### src/rtl/rx_supervisor.sv
// rx_supervisor: receiver watchdog that pulses receiver_rst on length, DC-bias or busy-timeout faults.
// Define RX_SUPERVISOR_TIMEOUT_EN to build the busy-timeout detector.
module rx_supervisor #(
    parameter int IQ_DATA_WIDTH = 16,
    parameter int N_CH          = 2,
    parameter int WIN_LOG2      = 4,
    parameter int RST_LEN       = 8,
    parameter int HOLDOFF_LEN   = 64
) (
    input  logic                            s00_axi_aclk,
    input  logic                            s00_axi_aresetn,
    input  logic [2*IQ_DATA_WIDTH*N_CH-1:0] sample_in,
    input  logic                            sample_in_strobe,
    input  logic [N_CH-1:0]                 ch_mask,
    input  logic                            demod_is_ongoing,
    input  logic                            sig_valid,
    input  logic [15:0]                     signal_len,
    input  logic [15:0]                     max_signal_len_th,
    input  logic [7:0]                      dc_running_sum_th,
    input  logic [23:0]                     demod_timeout_th,
    output logic                            receiver_rst,
    output logic [2:0]                      rst_cause,
    output logic [15:0]                     rst_count
);
    localparam int W    = IQ_DATA_WIDTH;
    localparam int AW   = WIN_LOG2 + 2;
    localparam int PMAX = (RST_LEN > HOLDOFF_LEN) ? RST_LEN : HOLDOFF_LEN;
    localparam int CW   = $clog2(PMAX + 1);

    localparam logic [CW-1:0]       PH_ONE    = CW'(1);
    localparam logic [CW-1:0]       RST_LAST  = CW'(RST_LEN - 1);
    localparam logic [CW-1:0]       HOLD_LAST = CW'(HOLDOFF_LEN - 1);
    localparam logic [WIN_LOG2-1:0] WIN_ONE   = WIN_LOG2'(1);
    localparam logic [AW-1:0]       ACC_ONE   = AW'(1);

    typedef enum logic [1:0] {
        IDLE,
        PULSE,
        HOLDOFF
    } state_t;

    state_t              r_state, w_state_nxt;
    logic [CW-1:0]       r_phase, w_phase_nxt;
    logic [WIN_LOG2-1:0] r_win;
    logic [AW-1:0]       r_acc_i [N_CH];
    logic [AW-1:0]       r_acc_q [N_CH];
    logic [AW-1:0]       w_sum_i [N_CH];
    logic [AW-1:0]       w_sum_q [N_CH];
    logic [N_CH-1:0]     w_flag;
    logic                w_win_end, w_dc_clr;
    logic                w_len_trig, w_dc_trig, w_to_trig;
    logic [2:0]          w_trig;
    logic                w_fire;
    logic                w_unused_bits;

    // Per-channel sign accumulation; only the sign bit of each component matters.
    for (genvar k = 0; k < N_CH; k++) begin : g_ch
        logic          w_neg_i, w_neg_q;
        logic [AW-1:0] w_abs_i, w_abs_q;
        assign w_neg_i = sample_in[k*2*W + 2*W - 1];
        assign w_neg_q = sample_in[k*2*W + W - 1];
        assign w_sum_i[k] = w_neg_i ? r_acc_i[k] - ACC_ONE
                                    : r_acc_i[k] + ACC_ONE;
        assign w_sum_q[k] = w_neg_q ? r_acc_q[k] - ACC_ONE
                                    : r_acc_q[k] + ACC_ONE;
        assign w_abs_i = w_sum_i[k][AW-1] ? -w_sum_i[k] : w_sum_i[k];
        assign w_abs_q = w_sum_q[k][AW-1] ? -w_sum_q[k] : w_sum_q[k];
        assign w_flag[k] = (32'(w_abs_i) >= 32'(dc_running_sum_th))
                        || (32'(w_abs_q) >= 32'(dc_running_sum_th));
    end

    assign w_dc_clr  = demod_is_ongoing || (r_state != IDLE);
    assign w_win_end = sample_in_strobe && (r_win == '1);

    assign w_len_trig = sig_valid && (max_signal_len_th != '0)
                     && (signal_len > max_signal_len_th);

    assign w_dc_trig = w_win_end && !w_dc_clr
                    && (dc_running_sum_th != '0)
                    && (ch_mask != '0)
                    && ((w_flag & ch_mask) == ch_mask);

`ifdef RX_SUPERVISOR_TIMEOUT_EN
    logic [23:0] r_busy, w_busy_inc;
    // w_busy_inc is the busy count including the current cycle.
    assign w_busy_inc = r_busy + 24'd1;
    assign w_to_trig  = demod_is_ongoing && (demod_timeout_th != '0)
                     && (w_busy_inc == demod_timeout_th);
    assign w_unused_bits = ^sample_in;

    // Busy-cycle counter; restarts on pulse entry and whenever demod is idle.
    always_ff @(posedge s00_axi_aclk or negedge s00_axi_aresetn) begin
        if (!s00_axi_aresetn) begin
            r_busy <= '0;
        end else if (w_fire || !demod_is_ongoing) begin
            r_busy <= '0;
        end else begin
            r_busy <= w_busy_inc;
        end
    end
`else
    assign w_to_trig     = 1'b0;
    assign w_unused_bits = ^{sample_in, demod_timeout_th};
`endif

    assign w_trig = {w_to_trig, w_dc_trig, w_len_trig};
    assign w_fire = (r_state == IDLE) && (w_trig != 3'b000);

    // DC window: accumulate strobes while idle, restart at window end.
    always_ff @(posedge s00_axi_aclk or negedge s00_axi_aresetn) begin
        if (!s00_axi_aresetn) begin
            r_win <= '0;
            for (int k = 0; k < N_CH; k++) begin
                r_acc_i[k] <= '0;
                r_acc_q[k] <= '0;
            end
        end else if (w_dc_clr || w_win_end) begin
            r_win <= '0;
            for (int k = 0; k < N_CH; k++) begin
                r_acc_i[k] <= '0;
                r_acc_q[k] <= '0;
            end
        end else if (sample_in_strobe) begin
            r_win <= r_win + WIN_ONE;
            for (int k = 0; k < N_CH; k++) begin
                r_acc_i[k] <= w_sum_i[k];
                r_acc_q[k] <= w_sum_q[k];
            end
        end
    end

    // Next-state logic: IDLE -> PULSE -> HOLDOFF -> IDLE.
    always_comb begin
        w_state_nxt = r_state;
        w_phase_nxt = r_phase;
        unique case (r_state)
            IDLE: begin
                if (w_fire) begin
                    w_state_nxt = PULSE;
                    w_phase_nxt = '0;
                end
            end
            PULSE: begin
                if (r_phase == RST_LAST) begin
                    w_state_nxt = HOLDOFF;
                    w_phase_nxt = '0;
                end else begin
                    w_phase_nxt = r_phase + PH_ONE;
                end
            end
            HOLDOFF: begin
                if (r_phase == HOLD_LAST) begin
                    w_state_nxt = IDLE;
                    w_phase_nxt = '0;
                end else begin
                    w_phase_nxt = r_phase + PH_ONE;
                end
            end
            default: begin
                w_state_nxt = IDLE;
                w_phase_nxt = '0;
            end
        endcase
    end

    // State, pulse output, cause latch and saturating pulse counter.
    always_ff @(posedge s00_axi_aclk or negedge s00_axi_aresetn) begin
        if (!s00_axi_aresetn) begin
            r_state      <= IDLE;
            r_phase      <= '0;
            receiver_rst <= 1'b0;
            rst_cause    <= '0;
            rst_count    <= '0;
        end else begin
            r_state      <= w_state_nxt;
            r_phase      <= w_phase_nxt;
            receiver_rst <= (w_state_nxt == PULSE);
            rst_cause    <= w_fire ? w_trig : rst_cause;
            rst_count    <= (w_fire && rst_count != 16'hFFFF)
                            ? rst_count + 16'd1 : rst_count;
        end
    end
endmodule

### config.mk
export PLATFORM = sky130hd
export DESIGN_NAME = rx_supervisor
export DESIGN_NICKNAME = d
export VERILOG_FILES = /design/src/rtl/rx_supervisor.sv
export SDC_FILE = /design/constraint.sdc
export NUM_CORES = 1
export LEC_CHECK = 0
export BUFFER_PORTS_ARGS = -buffer_cell sky130_fd_sc_hd__clkbuf_2
export CAP_MARGIN = 10
export CELL_PAD_IN_SITES_DETAIL_PLACEMENT = 1
export CELL_PAD_IN_SITES_GLOBAL_PLACEMENT = 2
export CORE_UTILIZATION = 31
export CTS_BUF_LIST = sky130_fd_sc_hd__clkbuf_8
export CTS_CLUSTER_SIZE = 20
export DETAILED_ROUTE_END_ITERATION = 16
export PLACE_DENSITY = 0.83
export RECOVER_POWER = 50
export SYNTH_ARGS = -nofsm -noshare
export SYNTH_HDL_FRONTEND = slang
export SYNTH_SLANG_ARGS = --single-unit
### constraint.sdc
create_clock -name s00_axi_aclk -period 3.9 [get_ports s00_axi_aclk]
set_input_delay 0.39 -clock s00_axi_aclk [delete_from_list [all_inputs] [get_ports s00_axi_aclk]]
set_output_delay 0.39 -clock s00_axi_aclk [all_outputs]
set_load 0.02 [all_outputs]
==> reports/metrics.csv <==
metric;value;unit
#FFs+latches synth;56;
WL/cell;14.7;µm
Setup CP Type;register to register;
# placed instances;775;
worst hold path class;input pin to register;
routed vias/inst;4.96;
Crit. End Element;register;
Worst Setup Start Kind;register;
vias in the first global route;4205;
WP depth;16;
Filler cells;1702;
Worst Reg-to-Reg Cells;16;
CP max stage delay;0.40;ns
final setup violation count;0;
global-route wire length before repair;19700;µm
GRT Util Overall;16.3;%
most common cell in the netlist;ha_1;
Nets;812;
# IOs;155;
CP max-delay cell;dfrtp_1;
CP max FO;6;
ys async rst share;100;%
Row Count;44;
DRC;0;
first-pass iteration count of the detailed router;4;
CP arrival;4.00;ns
delay-heaviest family, CP;compound AO/OA/AOI/OAI gates;
fraction of layout cells with a size suffix above 1;23.6;%
Area Overhead vs Synth;22.4;%
port buffer count;69;
Worst-Margin Slew;1.80;ns
Max-slew headroom;-20.0;%
Max Freq;265;MHz
drt total wl;11600;µm
Cell Area, Synth;4590;µm²
n_diodes;0;
Routed Antenna Nets;0;
ranking of synthesized cells by instance count;67 x ha_1, 56 x dfrtp_1, 55 x nor2_1;
outcome;finished with violations;
EDFF count, synth;0;
synth top area cells;dfrtp_1 31%, ha_1 18%, xnor2_1 9.0%, nor2_1 4.5%, inv_1 3.6%;
CTS Root Cell;clkbuf_8;
DP HPWL;9250;µm
CTS tree;built;
Worst Hold Path Cells;3;
grt total ovfl;0;
Avg Cell Area, Syn;9.15;µm²
post-layout minimum cycle time;3.77;ns
Inserted Clock Buffers;5;
crit-path cells;ha_1, a21o_1, a21oi_2, o21bai_1, a21oi_2, xnor2_4, nor4_2, ha_1, a22oi_1, o2111ai_1, a31o_2, o21a_4, a211oi_4, buf_4, o21ai_1, a32o_1;
Fin. Hold Viols;0;
initial core utilization;31.7;%
final total power;2.74;mW
Layout Cells excl Fill;791;
Die Wd;124;µm
post-cts hold buffer count;0;
area leader, netlist;dfrtp_1;
total nets after synthesis;707;
clk sinks;56;
# Max-Cap Violations;1;
Final Skew;0.00757;ns
period utilization;96.7;%
Pwr Density;488;nW/µm²
Yosys cell types;57;
Max Slew Vio Count;33;
via count;3924;
Clock Latency Late Sink;0.33;ns
Ys Warns;0;
WP buf/inv;1;
post-synthesis sequential area ratio;30.6;%
Static Leak;2.76;nW
post-synth top area share;30.6;%
Worst-path clk slew;0.11;ns
H-Tree Depth;2;
crit path launch;r_acc_i[7];
Die Y;124;µm
clk buf depth;2;
ys flop type;dfrtp_1;
antenna violations before repair;0;
gpl congestion;0.804;
WP data required;4.13;ns
Gate Count Post-Synth;501;
largest net degree at the start of global routing;35;
core area;14500;µm²
Reg-to-Reg Start;r_acc_i[7];
die area;15300;µm²
hold path start;demod_is_ongoing;
first-iteration detailed-routing DRC count;91;
failing checks;max-capacitance violations, max-slew violations;
Max VDD drop;231;µV
## cells by family (layout without fill, tap and decap cells)
family                   Yosys count  count (layout)  share of synthesized area, %
AO/OA/AOI/OAI                     85              85                          12.9
AND/OR/NAND/NOR                  160             160                          17.0
other                              1               1                        0.0818
flip-flops                        56              56                          30.6
multiplexers                      16              16                          3.57
XOR/XNOR                          57              57                          10.9
adder cells (fa/ha/maj)           71              71                          20.0
buffers and inverters             55             161                          4.94
## routing by layer
metal  track usage [%]  part of all wire [%]
met1              20.2                    46
met2              29.4                    50
met4              3.61                  0.80
met3              2.75                   3.1
met5                 0                     0
## through the flow
step	TNS [ns]	util (%)	worst slack [ns]	instance area [µm²]	hold WS, ns
after floorplan	0	-	0.341	4590	0.0944
after global placement	-0.113	36.9	-0.0654	5340	0.462
after detailed placement	-1.73	36.9	-0.218	5340	0.482
after CTS	0	37.6	0.00303	5450	0.159
after global routing	-0.148	38.8	-0.0454	5610	0.412
final	0	38.8	0.130	5610	0.411
## cells in the final DEF, fill, tap and decap left out, types with 4 or more instances in the layout
cell type  Yosys  final
a21o_1        10     10
o21ai_0       11      9
buf_4          1     36
nor3_1         6      6
mux2i_1       13     13
xnor2_1       47     43
o21ai_1        2      4
clkbuf_1       5      9
nor2b_1        6      5
o21bai_1       4      4
nand4_1       11     11
inv_1         44     44
nor4_1        11      9
a31oi_1        5      4
clkbuf_2       0     61
a21oi_1       24     16
nand2_1       33     33
nor2_1        55     55
xor2_1        10     10
fa_1           4      4
nand3_1       15     15
nand2b_1       6      6
a211oi_1       7      7
clkbuf_8       0      5
a21oi_2        0      8
dfrtp_1       56     56
ha_1          67     67
## final timing paths
check                      slack (ns)            to
min reg2reg                      0.51  rst_cause[1]
max in group asynchronous        1.29   r_acc_i[11]
min in group asynchronous        0.53    r_phase[6]
max reg2reg                      0.13    r_phase[2]
min                              0.41      r_win[2]
max                              0.13    r_phase[2]
## tightest hold or removal path, cell delays in order
cell,delay (ns)
clkbuf_2,0.07
nand2b_1,0.18
nor2_1,0.07
## state kept, by name, indices dropped and copies added (netlist names)
signal        cells
r_acc_i          12
receiver_rst      1
r_acc_q          12
r_win             4
r_phase           7
rst_count        16
rst_cause         2
r_state           2
## repair_timing
| item | CTS | global route |
|---|---|---|
| buffers inserted | 0 | 7 |
| pin swaps | 2 | 12 |
| gates resized for setup | 4 | 20 |
| gates cloned | 0 | 0 |
| setup endpoints to repair | 8 | 25 |
## power breakdown
part | switching [mW] | internal (mW) | leakage [nW]
clock network | 0.217 | 0.128 | 0.0445
registers | 0.0983 | 0.674 | 0.753
logic | 0.853 | 0.767 | 1.96
total | 1.17 | 1.57 | 2.76
## layout make-up
type                            instances  area, µm²  area share, %
Sequential cell                        56       1400           25.0
Timing Repair Buffer                  109        656           11.7
Clock buffer                            5       68.8           1.23
Tap cell                              184        230           4.10
Inverter                               44        165           2.94
Multi-Input combinational cell        390       3070           54.7
Clock inverter                          3       21.3          0.379
Power figures use the tool's default switching activity.
